<file path="src/rtl/pipe_ctrl.sv">
// Pipeline hazard/exception controller: per-stage stall vector, exception
// flush with redirect PC, stall watchdog and stall-cycle perf counter.
// Ports:
//   clk, rst (sync, active-low)
//   stallreq_if/id/ex/mem : per-stage stall requests
//   excp_valid, excp_is_eret, cp0_epc : exception from memory stage
//   cnt_clear : clears perf_stall_cnt
//   stall[5:0] : hold per stage (bit0 PC .. bit5 WB), combinational
//   flush, new_pc : registered redirect pulse and target
//   stall_timeout : registered watchdog pulse
//   perf_stall_cnt : registered count of cycles with stall[0]=1
module pipe_ctrl #(
  parameter logic [31:0] EXCP_VECTOR = 32'hBFC0_0380,
  parameter int unsigned WDOG_LIMIT  = 1023
) (
  input  logic        clk,
  input  logic        rst,
  input  logic        stallreq_if,
  input  logic        stallreq_id,
  input  logic        stallreq_ex,
  input  logic        stallreq_mem,
  input  logic        excp_valid,
  input  logic        excp_is_eret,
  input  logic [31:0] cp0_epc,
  input  logic        cnt_clear,
  output logic [5:0]  stall,
  output logic        flush,
  output logic [31:0] new_pc,
  output logic        stall_timeout,
  output logic [31:0] perf_stall_cnt
);

  typedef enum logic [1:0] {
    RUN,
    WAIT_MEM,
    FLUSH
  } state_t;

  localparam logic [15:0] LIM = 16'(WDOG_LIMIT);

  state_t      state, state_d;
  logic [31:0] tgt, tgt_d;
  logic [15:0] run_cnt, run_d;

  always_comb begin
    state_d = state;
    tgt_d   = tgt;
    stall   = 6'b000000;
    unique case (state)
      RUN: begin
        if (excp_valid) begin
          stall   = 6'b011111;
          tgt_d   = excp_is_eret ? cp0_epc : EXCP_VECTOR;
          state_d = stallreq_mem ? WAIT_MEM : FLUSH;
        end else if (stallreq_mem) begin
          stall = 6'b011111;
        end else if (stallreq_ex) begin
          stall = 6'b001111;
        end else if (stallreq_id) begin
          stall = 6'b000111;
        end else if (stallreq_if) begin
          stall = 6'b000011;
        end
      end
      WAIT_MEM: begin
        stall = 6'b011111;
        if (!stallreq_mem) state_d = FLUSH;
      end
      FLUSH: begin
        state_d = RUN;
      end
      default: begin
        state_d = RUN;
      end
    endcase
    // Reset holds nothing, independent of the state register.
    if (!rst) stall = 6'b000000;
  end

  // Watchdog run length; saturates so it never wraps to a false timeout.
  always_comb begin
    run_d = '0;
    if (stall[0]) begin
      run_d = (run_cnt == 16'hFFFF) ? run_cnt : run_cnt + 16'd1;
    end
  end

  always_ff @(posedge clk) begin
    if (!rst) begin
      state          <= RUN;
      tgt            <= '0;
      flush          <= 1'b0;
      new_pc         <= '0;
      stall_timeout  <= 1'b0;
      perf_stall_cnt <= '0;
      run_cnt        <= '0;
    end else begin
      state   <= state_d;
      tgt     <= tgt_d;
      run_cnt <= run_d;
      flush   <= (state_d == FLUSH);
      if (state_d == FLUSH) new_pc <= tgt_d;
      // Fires only on the step onto the limit, so one pulse per run.
      stall_timeout <= (run_d == LIM) && (run_cnt != LIM);
      if (cnt_clear) begin
        perf_stall_cnt <= '0;
      end else if (stall[0] && perf_stall_cnt != 32'hFFFF_FFFF) begin
        perf_stall_cnt <= perf_stall_cnt + 32'd1;
      end
    end
  end

endmodule

</file>
<file path="config.mk">
export PLATFORM = sky130hd
export DESIGN_NAME = pipe_ctrl
export DESIGN_NICKNAME = d
export VERILOG_FILES = /design/src/rtl/pipe_ctrl.sv
export SDC_FILE = /design/constraint.sdc
export NUM_CORES = 1
export LEC_CHECK = 0
export BUFFER_PORTS_ARGS = -buffer_cell sky130_fd_sc_hd__buf_2
export CAP_MARGIN = 10
export CORE_UTILIZATION = 51
export DETAILED_ROUTE_END_ITERATION = 6
export GPL_TIMING_DRIVEN = 0
export PLACE_DENSITY = 0.76
export SLEW_MARGIN = 20
export SYNTH_ARGS = -nofsm -noshare
export SYNTH_HDL_FRONTEND = slang
export SYNTH_SLANG_ARGS = --single-unit
</file>
<file path="constraint.sdc">
create_clock -name clk -period 3.2 [get_ports clk]
set_input_delay 0.16 -clock clk [delete_from_list [all_inputs] [get_ports clk]]
set_output_delay 0.16 -clock clk [all_outputs]
set_load 0.01 [all_outputs]
</file>
==> summary.md, run 1 <==
| Metric | Value |
|---|---|
| Max-slew headroom | `0.4296` |
| I/O pin count | `113` |
| CTS tree | `yes` |
| GRT overflow | `0` |
| Resized Gates After CTS | `0` |
| Count leader, synth | `dfxtp_1` |
| Total number of vias | `between 4000 and 5000` |
| Initial antenna violation count | `0` |
| Slew Viols, Final | `0` |
| Crit share post-route | `0.8117` |
| Setup total negative slack | `0 ns` |
| Number of hold buffers added after CTS | `2` |
| Clock sinks | `between 100 and 150` |
| Post-synth EDFFs | `0` |
| Iteration count of the initial detailed-routing pass | `5` |
| Vias in the first global route | `~4300` |
| Synth area leader | `dfxtp_1` |
| Commonest cells post-synth | `dfxtp_1, nor2_1, nand2_1` |
| Post-CTS Setup Repair Bufs | `0` |
| Leak Pwr | `between 0.002 and 0.003 µW` |
| CORE AREA | `9415 µm²` |
| Combinational family with the most area after synthesis | `simple AND/OR/NAND/NOR gates` |
| Fraction of synthesized cell area in xor and xnor cells | `0.06269` |
| Status | `finished, final reports clean` |
| Synth Area per Inst | `8.824 µm²` |
| Tightest Pin Transition | `approximately 0.85 ns` |
| Post-synth cell types | `54` |
| Port Buf Inserts | `110` |
| Min Clock Period, post-route | `about 2.6 ns` |
| Yosys reg bits | `around 120` |
| Synth warn | `0` |
| Layout area overhead | `26.09%` |
| GPL Wtd Cong | `slightly above 0.8` |
| Max Clock Freq | `between 300 and 400 MHz` |
| Row cnt | `35` |
| Combinational power share | `0.079` |
| Drt total wl | `between 10 and 15 mm` |
| DRT iter0 DRCs | `~210` |
| WP data arrival | `approximately 3 ns` |
| Area of the multi-input gates | `2537 µm²` |
| PwrDens | `575.7 nW/µm²` |
| Synth Net Count | `slightly above 600` |
| TritonCTS Buffers | `17` |
| Fill count | `761` |
| Final HPWL DP | `a little under 9 mm` |
| Die Ht | `101.3 µm` |
| Area post-placement | `~5700 µm²` |
| Clock Path Buffers | `2` |
| Initial core utilization | `0.5342` |
| Routed len/inst | `between 10 and 15 µm` |
| Largest net degree at the start of global routing | `17` |
| Syn Std Cell Area | `approximately 5000 µm²` |
| Post-route DRC | `0` |
| Final core utilization | `0.6736` |
| WL met3 | `~800 µm` |
| Clk_lat worst skew | `about 0.52 ns` |
| Post-synthesis sequential area ratio | `0.4617` |
| Die Area | `about 10000 µm²` |
| Layout cells sized above 1 | `0.2213` |
| Unrepaired setup endpoints after global routing | `no` |
| Flop pwr share | `0.419` |
| Switching part of the total | `0.2456` |
| Post-synthesis simple-gate area fraction | `0.3122` |
| Number of max-cap violations | `0` |
| Final hold violations | `0` |
| Layout Nets | `~740` |
| Final setup vio count | `0` |
| CP Class | `register to register` |
| First-pass GRT wire length | `between 15 and 20 mm` |
| Post-DRT Antenna Nets | `0` |
| Share of Yosys cell area claimed by the top area cell type | `0.4617` |
| H-Tree Depth | `4` |
| Synth Instances | `570` |
| GRT Total Usage | `0.2477` |
| Hold WC Path Type | `primary input to register` |
| Critical path fanouts, max | `10` |
| Crit path launch type | `register` |
| Clk pin slew, worst setup/hold paths | `~0.060 ns` |
| Adder-cell share of the synthesized area | `0.004975` |
| Ant diodes | `0` |
| Finished Layout Cells | `between 800 and 900` |
| Most used DFF post-synth | `dfxtp_1` |
| Net Switching | `~900 µW` |
| Cells taking the most area after synthesis | `dfxtp_1, xnor2_1, nor2b_1, nor2_1, o211a_1` |
| CP Capture Type | `register` |
| Vias per inst | `around 5.4` |
| Critical Path RT | `around 3.6 ns` |
| Clk root buf | `clkbuf_8` |
| Register area | `2322 µm²` |
| Worst VDD drop | `between 0.3 and 0.4 mV` |
| Compound-cell area share of the yosys netlist | `0.1197` |
| WHS | `~0.031 ns` |
| Clock power frac | `0.502` |
| Post-Route M1 WL | `5.473 mm` |
| Top routing layer in use | `met4` |
| Multiplexer share of the synthesized area | `0.004229` |
| Met2 WL | `slightly below 6 mm` |
| Max Clock Skew | `~0.012 ns` |
| Fin area | `~6300 µm²` |
| Int Power | `2755 µW` |
| Die width | `between 100 and 150 µm` |
| FFs w/ async S/R, synth | `0` |
| Placed insts | `approximately 810` |
-- cells by family (layout without fill, tap and decap cells) --
logic type / count (synthesis) / count (layout)
DFF: 116 / 116
adders and majority gates: 2 / 2
muxes: 2 / 2
xor gates and xnor gates: 36 / 36
other: 1 / 1
and+or+nand+nor: 282 / 282
buffers and inverters: 40 / 184
AOI/OAI and AO/OA: 91 / 91
-- flip-flops by register name, summed over array words and instances (netlist names) --
register        count
tgt                32
perf_stall_cnt     32
state               2
flush               1
stall_timeout       1
run_cnt            16
new_pc             32
-- final cells by class --
class                           instances  area share
Sequential cell                       116      0.3661
Timing Repair Buffer                  112     0.08996
Clock buffer                           18     0.06747
Clock inverter                         14     0.02407
Multi-Input combinational cell        414      0.4001
Tap cell                              129     0.02545
Buffer                                 35     0.02387
Inverter                                5    0.002959
-- power by group through the flow --
stage | clock network [µW] | registers (µW) | logic, µW
2_1_floorplan | 0 | 1570 | 162
3_3_place_gp | 0 | 1560 | 275
3_5_place_dp | 0 | 1560 | 283
4_1_cts | 1850 | 1530 | 288
5_1_grt | 1920 | 1540 | 319
6_report | 1830 | 1530 | 288
-- worst max-delay path, stage by stage, from the launching register on --
cell	delay, ns
dfxtp_1	0.44
and4_1	0.27
nand4_1	0.43
nor4_4	0.71
buf_4	0.29
nor3_1	0.08
xnor2_1	0.19
nor2_1	0.06
-- path summary, 6_finish.rpt --
| check | from | end | slack, ns | cells after the start |
|---|---|---|---|---|
| max | perf_stall_cnt[18] | perf_stall_cnt[9] | 0.60 | 7 |
| min | cp0_epc[17] | tgt[17] | 0.03 | 4 |
| max reg2reg | perf_stall_cnt[18] | perf_stall_cnt[9] | 0.60 | 7 |
| min reg2reg | new_pc[6] | new_pc[6] | 0.49 | 1 |
-- layout by cell type, fill, tap and decap left out, drive strengths merged, types with 2 or more instances in the layout --
master,n
ha,2
nor4b,2
bufinv,2
or4,3
nor3,20
o21ai,29
nand2,52
nand3,17
nand2b,4
and3,26
clkinv,5
and4,6
or3,3
nand4,15
o211a,20
nor2b,34
a211oi,5
nor4,8
inv,8
xnor2,27
nor2,57
and2,17
clkbuf,48
dlygate4sd3,2
dfxtp,116
clkinvlp,4
nor3b,2
o211ai,2
buf,115
nand3b,13
a21oi,26
xor2,9
-- through the flow --
stage               worst slack [ns]  power (µW)
global route                  0.4075        3776
finish                        0.6025        3651
detailed placement            0.6475        1844
CTS                           0.6216        3665
floorplan                     0.9831        1732
global placement              0.6851        1832
-- per-layer routing --
metal | vias to the layer above | track usage
met4 | 0 | 0.08138
met1 | 2121 | 0.3050
met5 | - | 0
met3 | 13 | 0.07591
li1 | 2250 | -
met2 | 134 | 0.4134
Power figures use the tool's default switching activity.
==> inputs of run 2 (changes only) <==
--- a/config.mk
+++ b/config.mk
@@ -5,12 +5,13 @@
 export SDC_FILE = /design/constraint.sdc
 export NUM_CORES = 1
 export LEC_CHECK = 0
+export ABC_AREA = 1
 export BUFFER_PORTS_ARGS = -buffer_cell sky130_fd_sc_hd__buf_2
 export CAP_MARGIN = 10
-export CORE_UTILIZATION = 51
+export CORE_UTILIZATION = 50
 export DETAILED_ROUTE_END_ITERATION = 6
 export GPL_TIMING_DRIVEN = 0
-export PLACE_DENSITY = 0.76
+export PLACE_DENSITY = 0.77
 export SLEW_MARGIN = 20
 export SYNTH_ARGS = -nofsm -noshare
 export SYNTH_HDL_FRONTEND = slang
==> constraint.sdc (replaced) <==
create_clock -name clk -period 2.2 [get_ports clk]
set_input_delay 0.11 -clock clk [delete_from_list [all_inputs] [get_ports clk]]
set_output_delay 0.11 -clock clk [all_outputs]
set_load 0.01 [all_outputs]
==> summary.md, run 2 <==
| Metric | Value |
|---|---|
| Status | `finished, final reports clean` |
| FFs w/ async S/R, synth | `0 (unchanged)` |
| Unrepaired setup endpoints after global routing | `no` |
| Layout area overhead | `28.87%` |
| Final setup vio count | `0 (unchanged)` |
| Post-route DRC | `0 (unchanged)` |
| Critical path fanouts, max | `10 (unchanged)` |
| Routed len/inst | `12.99 µm (-10%)` |
| Pre-CTS setup slack | `0.1926 ns (-0.4549 ns)` |
| CP Capture Type | `register` |
| Layout Nets | `1003 (+35%)` |
| Largest net degree at the start of global routing | `17 (unchanged)` |
| DRT iter0 DRCs | `254 (+22%)` |
| Crit share post-route | `0.9050 (+0.09329)` |
| Area post-placement | `6291 µm² (+9.6%)` |
| Initial core utilization | `0.5129 (-0.02129)` |
| Fin area | `7166 µm² (+13%)` |
| Synth Instances | `803 (+41%)` |
| Placed insts | `1054 (+30%)` |
| Largest regs | `new_pc: 32 flops, perf_stall_cnt: 32 flops, tgt: 32 flops` |
| Clock Path Buffers | `2 (unchanged)` |
| Int Power | `4146 µW (+50%)` |
| Post-route worst setup slack | `0.2090 ns (-0.3935 ns)` |
| Count leader, synth | `nand2_1` |
| Most frequent cells in the layout | `nand2_1, buf_2, dfxtp_1` |
| Slew Viols, Final | `0 (unchanged)` |
| Crit path launch type | `register` |
| Synth Area per Inst | `6.924 µm² (-22%)` |
| Most common cell after layout, fill and taps aside | `nand2_1` |
| Yosys reg bits | `116 (unchanged)` |
| Layout cells sized above 1 | `0.1881 (-0.03321)` |
| Die Area | `11550 µm² (+12%)` |
| Vias in the first global route | `5025 (+17%)` |
| Synth Net Count | `846 (+38%)` |
| H-Tree Depth | `4 (unchanged)` |
| Hold WC Path Type | `primary input to register` |
| Share of Yosys cell area claimed by the top area cell type | `0.4176 (-0.04405)` |
| Ant diodes | `0 (unchanged)` |
| Final HPWL DP | `9.938 mm (+15%)` |
| Setup slack, reg-to-reg | `0.21 ns (-0.39 ns)` |
| Switching part of the total | `0.2562 (+0.01058)` |
| Number of max-cap violations | `0 (unchanged)` |
| CTS tree | `yes` |
| Vias per inst | `4.996 (-6.8%)` |
| Clk root buf | `clkbuf_8` |
| Leak Pwr | `0.003214 µW (+14%)` |
| Max-slew headroom | `0.5590 (+0.1294)` |
| Port Buf Inserts | `111 (+0.91%)` |
| TritonCTS Buffers | `17 (unchanged)` |
| Post-DRT Antenna Nets | `0 (unchanged)` |
| Total number of vias | `5561 (+23%)` |
| Pwr Total | `5573 µW (+53%)` |
| Commonest cells post-synth | `nand2_1, dfxtp_1, inv_1` |
| Most used DFF post-synth | `dfxtp_1` |
| Initial antenna violation count | `0 (unchanged)` |
| Syn Std Cell Area | `5560 µm² (+11%)` |
| Cells taking the most area after synthesis | `dfxtp_1, nand2_1, inv_1, nor2_1, o21ai_0` |
| Combinational power share | `0.097 (+0.018)` |
| CP Class | `register to register` |
| Clock sinks | `116 (unchanged)` |
| Tightest Pin Transition | `0.6580 ns (-0.1898 ns)` |
| GRT overflow | `0 (unchanged)` |
| Final hold violations | `0 (unchanged)` |
| Synth area leader | `dfxtp_1` |
| Iteration count of the initial detailed-routing pass | `5 (unchanged)` |
| Post-synthesis sequential area ratio | `0.4176 (-0.04405)` |
| Setup total negative slack | `0 ns (unchanged)` |
| Net Switching | `1428 µW (+59%)` |
| Drt total wl | `14.45 mm (+19%)` |
| GRT Total Usage | `0.2551 (+0.007397)` |
| Max Clock Skew | `0.01386 ns (+0.002234 ns)` |
| GPL Wtd Cong | `0.9293 (+12%)` |
| Flop pwr share | `0.402 (-0.017)` |
| Die Ht | `107.5 µm (+6.1%)` |
| Die width | `107.5 µm (+6.1%)` |
| Max Clock Freq | `502.3 MHz (+30%)` |
| Worst VDD drop | `0.5298 mV (+33%)` |
| Clk_lat worst skew | `0.51 ns (about the same)` |
| Critical Path RT | `2.59 ns (-1.00 ns)` |
| Min Clock Period, post-route | `1.991 ns (-0.6065 ns)` |
| PwrDens | `777.8 nW/µm² (+35%)` |
| Post-synth cell types | `38 (-30%)` |
| Synth warn | `0 (unchanged)` |
| I/O pin count | `113 (unchanged)` |
| Finished Layout Cells | `1113 (+32%)` |
| Row cnt | `38 (+8.6%)` |
| Clock power frac | `0.501 (about the same)` |
| First-pass GRT wire length | `23.23 mm (+17%)` |
| WP data arrival | `2.38 ns (-0.61 ns)` |
| CORE AREA | `10840 µm² (+15%)` |
| Clk pin slew, worst setup/hold paths | `0.06 ns (about the same)` |
| Post-synth EDFFs | `0 (unchanged)` |
==> run 2: metrics by stage <==
step,hold WS (ns),utilization
floorplan,0.1893,-
global placement,0.3539,0.5803
detailed placement,0.3609,0.5803
CTS,0.004172,0.6601
global route,0.02928,0.6610
finish,0.002966,0.6610
==> run 2: path summary, 6_finish.rpt <==
check                     from            endpoint  cells after the start
max          perf_stall_cnt[0]  perf_stall_cnt[26]                     11
min                 cp0_epc[2]              tgt[2]                      5
max reg2reg  perf_stall_cnt[0]  perf_stall_cnt[26]                     11
min reg2reg          new_pc[0]           new_pc[0]                      2
==> run 2: cells by family (layout without fill, tap and decap cells) <==
family	Yosys count	count (layout)	synth area share
AOI/OAI and AO/OA	120	120	0.1211
buffers and inverters	150	320	0.1085
xor gates and xnor gates	22	22	0.03465
DFF	116	116	0.4176
other	1	1	0.0006744
adders and majority gates	2	2	0.004500
and+or+nand+nor	392	392	0.3130
==> run 2: layout make-up <==
class | instances | area, µm²
timing repair buffer | 138 | 825.8
fill | 949 | 3675
clock buffer | 18 | 417.9
inverter | 118 | 445.4
multi-input combinational | 537 | 2645
buffer | 32 | 157.7
clock inverter | 14 | 176.4
sequential | 116 | 2322
tap | 140 | 175.2
==> run 2: power by group through the flow <==
stage / sequential, µW / combinational (µW) / clock, µW
finish: 2240 / 538 / 2790
global route: 2250 / 598 / 2920
CTS: 2240 / 533 / 2800
detailed placement: 2280 / 492 / 0
global placement: 2280 / 486 / 0
floorplan: 2300 / 289 / 0
==> run 2: worst max-delay path, cell delays in order, from the launching register on <==
cell     delay (ns)
dfxtp_1        0.40
ha_1           0.26
inv_1          0.10
nor2_2         0.20
nand2_2        0.12
nor2_4         0.16
nand2_2        0.08
nand2_4        0.13
inv_4          0.07
buf_2          0.19
nand2_1        0.10
a21oi_1        0.07
==> run 2: routing by layer <==
| layer | GRT usage | vias to the layer above | part of all wire |
|---|---|---|---|
| met5 | 0 | - | 0 |
| li1 | - | 2847 | - |
| met3 | 0.04600 | 22 | 0.054 |
| met2 | 0.4060 | 178 | 0.47 |
| met4 | 0.1018 | 0 | 0.016 |
| met1 | 0.3418 | 2514 | 0.46 |
==> run 2: timing repair <==
action                                 CTS  global route
setup endpoints to repair                0            24
setup buffers                            0             0
resized for setup                        0             3
hold buffers                            27             0
endpoints found under the hold margin   29             0
==> inputs of run 3 (changes only) <==
--- a/config.mk
+++ b/config.mk
@@ -8,6 +8,7 @@
 export ABC_AREA = 1
 export BUFFER_PORTS_ARGS = -buffer_cell sky130_fd_sc_hd__buf_2
 export CAP_MARGIN = 10
+export CORE_ASPECT_RATIO = 2
 export CORE_UTILIZATION = 50
 export DETAILED_ROUTE_END_ITERATION = 6
 export GPL_TIMING_DRIVEN = 0
==> summary.md, run 3 (synthesis results as in run 2) <==
| Metric | Value |
|---|---|
| Most frequent cells in the layout | `nand2_1, buf_2, dfxtp_1` |
| Int Power | `4400 µW (+6.1%)` |
| Routed len/inst | `14.31 µm (+10%)` |
| Status | `finished, final reports clean` |
| I/O pin count | `113 (unchanged)` |
| Hold WC Path Type | `primary input to register` |
| Clk pin slew, worst setup/hold paths | `0.05 ns (about the same)` |
| Ant diodes | `0 (unchanged)` |
| Crit. Startpoint | `perf_stall_cnt[0]` |
| Largest regs | `new_pc: 32 flops, perf_stall_cnt: 32 flops, tgt: 32 flops` |
| CP Class | `register to register` |
| GRT Total Usage | `0.2791 (+0.02403)` |
| Drt total wl | `15.56 mm (+7.6%)` |
| Die width | `76.57 µm (-29%)` |
| Initial core utilization | `0.5112 (-0.001770)` |
| Die Area | `11570 µm² (+0.22%)` |
| Layout area overhead | `25.34%` |
| GRT overflow | `0 (unchanged)` |
| H-Tree Depth | `4 (unchanged)` |
| Finished Layout Cells | `1087 (-2.3%)` |
| Placed insts | `1054 (unchanged)` |
| Clock sinks | `116 (unchanged)` |
| Number of max-cap violations | `0 (unchanged)` |
| Critical Path RT | `2.48 ns (-0.11 ns)` |
| Clock power frac | `0.526 (+0.025)` |
| Leak Pwr | `0.003137 µW (-2.4%)` |
| Max Clock Freq | `491.2 MHz (-2.2%)` |
| Max-slew headroom | `0.5839 (+0.02494)` |
| Final core utilization | `0.6407 (-0.02034)` |
| Setup total negative slack | `0 ns (unchanged)` |
| Final HPWL DP | `12.03 mm (+21%)` |
| Final hold violations | `0 (unchanged)` |
| Worst R2R Start | `perf_stall_cnt[0]` |
| Unrepaired setup endpoints after global routing | `no` |
| Switching part of the total | `0.2419 (-0.01425)` |
| Post-DRT Antenna Nets | `0 (unchanged)` |
| DRT iter0 DRCs | `226 (-11%)` |
| Vias in the first global route | `5387 (+7.2%)` |
| PwrDens | `832.9 nW/µm² (+7.1%)` |
| Fill count | `1039 (+9.5%)` |
| Crit share post-route | `0.9253 (+0.02027)` |
| Worst VDD drop | `0.5592 mV (+5.5%)` |
| Die Ht | `151.1 µm (+41%)` |
| Final setup vio count | `0 (unchanged)` |
| Slew Viols, Final | `0 (unchanged)` |
| Clock Path Buffers | `2 (unchanged)` |
| CP Capture Type | `register` |
| TritonCTS Buffers | `17 (unchanged)` |
| GPL Wtd Cong | `0.9290 (about the same)` |
| HP Start | `cnt_clear` |
| CORE AREA | `10880 µm² (+0.35%)` |
| Crit path launch type | `register` |
| Clk root buf | `clkbuf_16` |
| Layout cells sized above 1 | `0.1932 (+0.005164)` |
| Combinational power share | `0.088 (-0.009)` |
| Max Clock Skew | `0.01142 ns (-0.002433 ns)` |
| Tightest Pin Transition | `0.6208 ns (-0.03721 ns)` |
| Largest net degree at the start of global routing | `17 (unchanged)` |
| Most common cell after layout, fill and taps aside | `nand2_1` |
| Flop pwr share | `0.387 (-0.015)` |
| Post-route DRC | `0 (unchanged)` |
| WP data arrival | `2.31 ns (-0.07 ns)` |
| CTS tree | `yes` |
| Critical path fanouts, max | `10 (unchanged)` |
| Port Buf Inserts | `111 (unchanged)` |
| Clk_lat worst skew | `0.42 ns (-0.09 ns)` |
| Initial antenna violation count | `0 (unchanged)` |
| Iteration count of the initial detailed-routing pass | `5 (unchanged)` |
| Min Clock Period, post-route | `2.036 ns (+0.04459 ns)` |
| Total number of vias | `5454 (-1.9%)` |
| Net Switching | `1404 µW (-1.6%)` |
| Layout Nets | `978 (-2.5%)` |
| Row cnt | `54 (+42%)` |
| Vias per inst | `5.017 (+0.42%)` |
| First-pass GRT wire length | `24.70 mm (+6.3%)` |
## run 3: what timing repair did
action,4_1_cts,5_1_grt
hold buffers,2,0
resized for setup,0,3
hold endpoints to repair,4,0
endpoints found under the setup margin,0,25
setup buffers,0,0
## run 3: final timing paths
| path | to | slack, ns | cells past startpoint |
|---|---|---|---|
| setup / recovery | perf_stall_cnt[13] | 0.16 | 11 |
| hold / removal | perf_stall_cnt[5] | 0.04 | 4 |
| setup reg to reg | perf_stall_cnt[13] | 0.16 | 11 |
| hold reg to reg | new_pc[4] | 0.50 | 2 |
## run 3: power groups by stage
stage	Combinational, µW	Sequential (µW)	Clock [µW]
2_1_floorplan	289	2300	0
3_3_place_gp	496	2280	0
3_5_place_dp	503	2290	0
4_1_cts	510	2240	3090
5_1_grt	569	2250	3190
6_report	508	2240	3050
## run 3: layer usage
metal  vias up  GRT usage  wire length [µm]
met2       138     0.5761              8946
met3        46    0.05904               524
li1       2796          -                 -
met5         -          0                 0
met4         0     0.1721               651
met1      2474     0.2332              5436
## run 3: final cells by class
class | instances | area, µm² | area share
clock inverters | 14 | 225.2 | 0.03232
well taps | 140 | 175.2 | 0.02513
flip-flops and latches | 116 | 2322 | 0.3332
inverters | 118 | 445.4 | 0.06391
plain buffers | 32 | 160.2 | 0.02298
repair buffers | 113 | 575.6 | 0.08259
multi-input cells | 537 | 2640 | 0.3788
clock buffers | 17 | 425.4 | 0.06104
## run 3: worst max-delay path, stage by stage (launching register included)
cell and delay [ns]:
dfxtp_1 0.40, ha_2 0.26, inv_1 0.10, nor2_2 0.20
nand2_2 0.13, nor2_4 0.14, nand2_2 0.07, nand2_4 0.14
inv_4 0.08, buf_2 0.21, nand2_1 0.09, a21oi_1 0.06
## run 3: per-stage QoR
stage                     cell area, µm²  power [µW]  setup WS, ns  hold WS [ns]
after floorplan                     5560        2592        0.4164        0.1893
after global placement              6291        2780        0.1043        0.3572
after detailed placement            6291        2790       0.09959        0.3560
after CTS                           6962        5846       0.07465       0.03824
after global routing                6969        6007       0.02729       0.03979
final                               6969        5805        0.1644       0.03853
